## config.mk

```make
export PLATFORM = sky130hd
export DESIGN_NAME = fwd_scoreboard_flat
export DESIGN_NICKNAME = d
export VERILOG_FILES = /design/src/rtl/fwd_scoreboard_pkg.sv /design/src/rtl/fwd_scoreboard_if.sv /design/src/rtl/fwd_scoreboard_port_match.sv /design/src/rtl/fwd_scoreboard.sv /design/src/flat_wrapper.sv
export SDC_FILE = /design/constraint.sdc
export NUM_CORES = 1
export LEC_CHECK = 0
export ABC_AREA = 1
export BUFFER_PORTS_ARGS = -buffer_cell sky130_fd_sc_hd__buf_2
export CORE_ASPECT_RATIO = 1.4
export CORE_MARGIN = 4
export CORE_UTILIZATION = 45
export DETAILED_ROUTE_END_ITERATION = 10
export PLACE_DENSITY = 0.72
export SYNTH_ARGS = -nofsm -noshare
export SYNTH_HDL_FRONTEND = slang
export SYNTH_SLANG_ARGS = --single-unit
```

## constraint.sdc

```tcl
create_clock -name clk -period 1.5 [get_ports clk]
set_input_delay 0.3 -clock clk [delete_from_list [all_inputs] [get_ports clk]]
set_output_delay 0.3 -clock clk [all_outputs]
set_load 0.02 [all_outputs]
```

## src/rtl/fwd_scoreboard_pkg.sv

```systemverilog
// Shared types and constants for the forwarding scoreboard.
// The tag space is unified: GPRs R0-R7 occupy tags 0-7, specials follow.
package fwd_scoreboard_pkg;

    localparam int HIST_TAG_W = 4;

    localparam logic [HIST_TAG_W-1:0] TAG_T  = 4'd8;
    localparam logic [HIST_TAG_W-1:0] TAG_SP = 4'd9;
    localparam logic [HIST_TAG_W-1:0] TAG_IH = 4'd10;
    localparam logic [HIST_TAG_W-1:0] TAG_RA = 4'd11;

    // forwardSel value meaning "take the operand from the register file"
    localparam int SEL_REGFILE = 0;

    // One tracked producer; valid means it will write dest.
    typedef struct packed {
        logic                  valid;
        logic [HIST_TAG_W-1:0] dest;
        logic                  isLoad;
    } hist_entry_t;

    localparam hist_entry_t HIST_BUBBLE = '0;

endpackage

```

## src/rtl/fwd_scoreboard_if.sv

```systemverilog
// EX-stage view of the forwarding scoreboard: the producer/consumer fields
// from ID/EX plus pipeline control in, operand selects and stall out.
interface fwd_scoreboard_if #(
    parameter int TAG_W  = 4,
    parameter int NUM_RD = 2,
    parameter int SEL_W  = 2,
    parameter int CNT_W  = 16
);
    logic                    exValid;
    logic                    exRegWrite;
    logic                    exIsLoad;
    logic [TAG_W-1:0]        exDest;
    logic [NUM_RD*TAG_W-1:0] rdAddr;
    logic [NUM_RD-1:0]       rdUsed;
    logic                    stallIn;
    logic                    flushEx;
    logic [NUM_RD*SEL_W-1:0] forwardSel;
    logic                    loadUseStall;
    logic [CNT_W-1:0]        stallCount;

    // pipeline / hazard-controller side
    modport master (
        output exValid, exRegWrite, exIsLoad, exDest, rdAddr, rdUsed,
               stallIn, flushEx,
        input  forwardSel, loadUseStall, stallCount
    );

    // scoreboard side
    modport slave (
        input  exValid, exRegWrite, exIsLoad, exDest, rdAddr, rdUsed,
               stallIn, flushEx,
        output forwardSel, loadUseStall, stallCount
    );
endinterface

```

## src/rtl/fwd_scoreboard_port_match.sv

```systemverilog
// Priority match of one EX read port against the producer history.
// The youngest matching producer decides; a too-young load blocks the
// port instead of letting an older producer supply stale data.
module fwd_port_match
    import fwd_scoreboard_pkg::*;
#(
    parameter int DEPTH    = 2,
    parameter int TAG_W    = HIST_TAG_W,
    parameter int SEL_W    = 2,
    parameter int LOAD_LAT = 1
) (
    input  hist_entry_t      i_hist [DEPTH],
    input  logic [TAG_W-1:0] i_rd_addr,
    input  logic             i_rd_used,
    output logic [SEL_W-1:0] o_sel,
    output logic             o_hazard
);

    logic w_found;

    // Scan from youngest to oldest, stop at the first tag hit.
    always_comb begin
        o_sel    = SEL_W'(SEL_REGFILE);
        o_hazard = 1'b0;
        w_found  = 1'b0;
        for (int i = 0; i < DEPTH; i++) begin
            if (!w_found && i_rd_used && i_hist[i].valid &&
                (i_hist[i].dest == i_rd_addr)) begin
                w_found = 1'b1;
                if (i_hist[i].isLoad && (i < LOAD_LAT))
                    o_hazard = 1'b1;
                else
                    o_sel = SEL_W'(i + 1);
            end
        end
    end

endmodule

```

## src/rtl/fwd_scoreboard.sv

```systemverilog
// Forwarding scoreboard: registered history of the last DEPTH producers
// after EX, per-port forward selects for EX, and load-use stall generation.
// On a load-use stall the EX instruction is held and a bubble enters the
// history, so the load drifts toward a stage where its data is available.
module fwd_scoreboard
    import fwd_scoreboard_pkg::*;
#(
    parameter int TAG_W    = HIST_TAG_W,
    parameter int DEPTH    = 2,
    parameter int NUM_RD   = 2,
    parameter int LOAD_LAT = 1,
    parameter int SEL_W    = 2,
    parameter int CNT_W    = 16
) (
    input  logic               clk,
    input  logic               rst,
    fwd_scoreboard_if.slave    bus
);

    hist_entry_t             r_hist [DEPTH];
    logic [CNT_W-1:0]        r_stall_cnt;

    logic [SEL_W-1:0]        w_sel [NUM_RD];
    logic                    w_hazard [NUM_RD];
    logic [NUM_RD*SEL_W-1:0] w_sel_flat;
    logic                    w_load_use;
    hist_entry_t             w_ex_entry;

    for (genvar p = 0; p < NUM_RD; p++) begin : g_port
        fwd_port_match #(
            .DEPTH    (DEPTH),
            .TAG_W    (TAG_W),
            .SEL_W    (SEL_W),
            .LOAD_LAT (LOAD_LAT)
        ) u_match (
            .i_hist    (r_hist),
            .i_rd_addr (bus.rdAddr[p*TAG_W +: TAG_W]),
            .i_rd_used (bus.rdUsed[p]),
            .o_sel     (w_sel[p]),
            .o_hazard  (w_hazard[p])
        );
    end

    // Combine per-port results; a frozen pipeline never requests a stall.
    always_comb begin
        w_load_use = 1'b0;
        w_sel_flat = '0;
        for (int p = 0; p < NUM_RD; p++) begin
            w_sel_flat[p*SEL_W +: SEL_W] = w_sel[p];
            if (w_hazard[p])
                w_load_use = 1'b1;
        end
        w_load_use = w_load_use & ~bus.stallIn;
    end

    // History entry the current EX instruction would become.
    always_comb begin
        w_ex_entry        = HIST_BUBBLE;
        w_ex_entry.valid  = bus.exValid & bus.exRegWrite;
        w_ex_entry.dest   = bus.exDest;
        w_ex_entry.isLoad = bus.exIsLoad;
    end

    // Advance the history unless frozen; insert a bubble on stall or flush.
    always_ff @(posedge clk or negedge rst) begin
        if (!rst) begin
            for (int i = 0; i < DEPTH; i++)
                r_hist[i] <= HIST_BUBBLE;
            r_stall_cnt <= '0;
        end else if (!bus.stallIn) begin
            for (int i = 1; i < DEPTH; i++)
                r_hist[i] <= r_hist[i-1];
            r_hist[0] <= (w_load_use || bus.flushEx) ? HIST_BUBBLE : w_ex_entry;
            if (w_load_use && (r_stall_cnt != '1))
                r_stall_cnt <= r_stall_cnt + 1'b1;
        end
    end

    assign bus.forwardSel   = w_sel_flat;
    assign bus.loadUseStall = w_load_use;
    assign bus.stallCount   = r_stall_cnt;

endmodule

```

## src/flat_wrapper.sv

```systemverilog
// flat-port wrapper written by rule: the top's interface ports become plain ports
module fwd_scoreboard_flat import fwd_scoreboard_pkg::*;
#(
    parameter int TAG_W    = HIST_TAG_W,
    parameter int DEPTH    = 2,
    parameter int NUM_RD   = 2,
    parameter int LOAD_LAT = 1,
    parameter int SEL_W    = 2,
    parameter int CNT_W    = 16
)
  (clk, rst, bus_exValid, bus_exRegWrite, bus_exIsLoad, bus_exDest, bus_rdAddr, bus_rdUsed, bus_stallIn, bus_flushEx, bus_forwardSel, bus_loadUseStall, bus_stallCount);
  fwd_scoreboard_if #(.TAG_W(TAG_W), .NUM_RD(NUM_RD), .SEL_W(SEL_W), .CNT_W(CNT_W)) bus_i ();
  input  logic clk;
  input  logic rst;
  input wire logic [$bits(bus_i.exValid)-1:0] bus_exValid;
  input wire logic [$bits(bus_i.exRegWrite)-1:0] bus_exRegWrite;
  input wire logic [$bits(bus_i.exIsLoad)-1:0] bus_exIsLoad;
  input wire logic [$bits(bus_i.exDest)-1:0] bus_exDest;
  input wire logic [$bits(bus_i.rdAddr)-1:0] bus_rdAddr;
  input wire logic [$bits(bus_i.rdUsed)-1:0] bus_rdUsed;
  input wire logic [$bits(bus_i.stallIn)-1:0] bus_stallIn;
  input wire logic [$bits(bus_i.flushEx)-1:0] bus_flushEx;
  output wire logic [$bits(bus_i.forwardSel)-1:0] bus_forwardSel;
  output wire logic [$bits(bus_i.loadUseStall)-1:0] bus_loadUseStall;
  output wire logic [$bits(bus_i.stallCount)-1:0] bus_stallCount;
  assign bus_i.exValid = bus_exValid;
  assign bus_i.exRegWrite = bus_exRegWrite;
  assign bus_i.exIsLoad = bus_exIsLoad;
  assign bus_i.exDest = bus_exDest;
  assign bus_i.rdAddr = bus_rdAddr;
  assign bus_i.rdUsed = bus_rdUsed;
  assign bus_i.stallIn = bus_stallIn;
  assign bus_i.flushEx = bus_flushEx;
  assign bus_forwardSel = bus_i.forwardSel;
  assign bus_loadUseStall = bus_i.loadUseStall;
  assign bus_stallCount = bus_i.stallCount;
  fwd_scoreboard #(.TAG_W(TAG_W), .DEPTH(DEPTH), .NUM_RD(NUM_RD), .LOAD_LAT(LOAD_LAT), .SEL_W(SEL_W), .CNT_W(CNT_W)) u_core (.clk(clk), .rst(rst), .bus(bus_i));
endmodule
```

==> results.sh <==
export IMPL_clock_latency_ns=0.27
export IMPL_numCtsBuffers=3
export IMPL_r2r_end="u_core.bus.stallCount[4]$_DFFE_PN0P_"
export IMPL_critical_path_slowest_cell="dfrtp_1"
export IMPL_cp_max_fo=4
export IMPL_cts_buffer_depth=2
export IMPL_maxCapViolations=0
export IMPL_portBuffers=41
export IMPL_drt_iter0_drc=147
export IMPL_reg2reg_from="u_core.r_hist[10]$_DFFE_PN0N_"
export IMPL_grt_usage=0.202
export IMPL_slowest_delay_ns=0.41
export IMPL_path_cells="inv_2, nand2_1, nand2_1, nor2_1, nand3_1, buf_6, nand4_1, inv_1, buf_6"
export IMPL_mostFrequentLayoutCells="75 x nand2_1, 36 x buf_2, 28 x inv_1"
export IMPL_finalNonFillerCells=384
export IMPL_endpoint_kind="primary output"
export IMPL_antenna_found_initial=0
export IMPL_cts_tree="done"
export IMPL_rsz0062_at_grt="yes"
export IMPL_htreeDepth=1
export IMPL_regToRegSetupSlack_ns=-0.06
export IMPL_vias=2006
export IMPL_coreArea_sq_um=3920
export IMPL_synth_distinct_cells=29
export IMPL_crit_path_start_kind="flop"
export IMPL_die_area_sq_um=5150
export IMPL_arrival_ns=1.50
export IMPL_grt_overflow=0
export IMPL_clk_pin_slew_ns=0.10
export IMPL_drt_wl_total_microns=5170
export IMPL_antenna_cells=0
export IMPL_chipWidth_microns=61.8
export IMPL_rows=27
export IMPL_top_layer="met4"
export IMPL_status="complete, but fails checks"
export IMPL_grt_pass1_vias=1874
export IMPL_crit_start="u_core.r_hist[10]$_DFFE_PN0N_"
export IMPL_routabilityCongestion=0.937
export IMPL_min_path_type="in -> async"
export IMPL_final_common_cell="nand2_1"
export IMPL_num_io_pins=42
export IMPL_dpl_cell_area_sq_um=2250
export IMPL_setup_viol=20
export IMPL_first_pass_iters=4
export IMPL_failed_checks="negative setup slack"
export IMPL_area_growth_pct=38.8
export IMPL_wl_met1_microns=1970
export IMPL_synthCells=270
export IMPL_drcViolationCount=0
export IMPL_ctsHoldBuffers=0
export IMPL_drive_gt1_frac=0.372
export IMPL_dpl_hpwl_microns=3730
export IMPL_hold_viol=0
export IMPL_setup_tns_final_ns=-1.73
export IMPL_dp_slack_ns=-0.0663
export IMPL_seq_area_frac_synth=0.371
export IMPL_syn_area_per_cell_sq_um=6.75
export IMPL_syn_num_nets=292
export IMPL_slew_viol_final=0
export IMPL_dp_cells=370
export IMPL_skew_ns=0.00959
export IMPL_grt_max_degree=28
export IMPL_die_h_microns=83.3
export IMPL_critPathKind="reg -> out"
export IMPL_wl_per_cell_microns=13.5
export IMPL_worstPathRequired_ns=1.20
export IMPL_max_slew_margin=0.589
export IMPL_p_leak_uw=0.00133
export IMPL_post_route_period_util=1.20
export IMPL_viasPerCell=5.22
export IMPL_initial_utilization=0.465
export IMPL_yosysWarnings=0
export IMPL_route_met2_wl_microns=2830
export IMPL_fin_area_sq_um=2530
export IMPL_fin_nets=364
export IMPL_ant_nets=0
export IMPL_final_setup_worst_slack_ns=-0.296
export IMPL_power_density_nw_per_um2=563
export IMPL_reg2reg_depth=10
export IMPL_cts_root_buffer="clkbuf_8"
export IMPL_peakVddDrop_v=0.000585
export IMPL_synth_seq_cells=27
export IMPL_max_slew_worst_pin_slew_ns=0.616
export IMPL_grt_pass1_wl_microns=8100
export IMPL_cts_sinks=27
export IMPL_synth_area_sq_um=1820
export IMPL_finish_utilization=0.646
export IMPL_period_needed_ns=1.80
export IMPL_wl_met3_microns=271
export IMPL_max_freq_ghz=0.557
how the worst max path moves through the flow:
| stage | slack (ns) | end | cells after the start |
|---|---|---|---|
| after global placement | -0.03 | u_core.bus.stallCount[1]$_DFFE_PN0P_ | 10 |
| after floorplan | 0.0007 | u_core.bus.stallCount[4]$_DFFE_PN0P_ | 10 |
| after global routing | -0.39 | bus_forwardSel[1] | 9 |
| final | -0.30 | bus_forwardSel[1] | 9 |
| after CTS | -0.28 | bus_forwardSel[1] | 9 |
| after detailed placement | -0.07 | u_core.bus.stallCount[6]$_DFFE_PN0P_ | 10 |
worst max-delay path, delay by kind of cell (launching register included):
family	cells	cell delay (ns)
flops	1	0.41
buf+inv	4	0.40
simple gates	5	0.42
timing repair:
| item | CTS | global route |
|---|---|---|
| gates resized for setup | 16 | 38 |
| endpoints found under the setup margin | 20 | 24 |
| hold endpoints to repair | 0 | 0 |
| pin swaps | 5 | 11 |
| buffers inserted | 5 | 6 |
| gates cloned | 1 | 0 |
metal layers:
| layer | vias to the layer above | track usage |
|---|---|---|
| met4 | 0 | 0.0656 |
| met3 | 8 | 0.0233 |
| met5 | - | 0 |
| met1 | 916 | 0.235 |
| li1 | 1015 | - |
| met2 | 67 | 0.364 |
Yosys cell counts, drive strengths merged:
cell type / count / area, sq um
o21ai: 7 / 35.0
mux2: 1 / 11.3
xnor2: 5 / 43.8
nor3: 3 / 20.0
nand3: 18 / 108
buf: 3 / 23.8
or2: 2 / 12.5
o211ai: 1 / 7.51
dfrtp: 27 / 676
o22ai: 2 / 12.5
nor2: 30 / 125
ha: 1 / 12.5
and3b: 1 / 8.76
nand2: 101 / 389
xor2: 4 / 35.0
nand4: 23 / 144
inv: 34 / 128
clkbuf: 3 / 11.3
a21oi: 4 / 20.0
registers in the layout, summed over array words and instances (netlist names):
name                   flops
u_core.r_hist             11
u_core.bus.stallCount     16
area by class of cell:
cell class              count  area [sq um]
fillers                   370          1390
multi-input cells         204          1120
flip-flops and latches     27           678
repair buffers             72           504
inverters                  34           128
well taps                  43          53.8
clock buffers               3          41.3
clock inverters             1          5.00
stage by stage:
stage                     hold slack (ns)  total power (uW)
after floorplan                   0.00441               902
after global placement              0.347               992
after detailed placement            0.355               997
after CTS                          0.0480              1440
after global routing               0.0597              1510
final                              0.0292              1420
power by group:
part           switching (uW)  total [uW]  internal (uW)
clock                     227         413            186
combinational             134         228           94.0
sequential               28.0         782            755
total                     389        1420           1030
cell families after synthesis:
kind of cell	Yosys count	share of synthesized area
fa+ha+maj	1	0.00686
simple gates	178	0.443
xor+xnor	9	0.0432
buf+inv	40	0.0892
compound gates	14	0.0412
flops	27	0.371
mux	1	0.00618
Power figures use the tool's default switching activity.
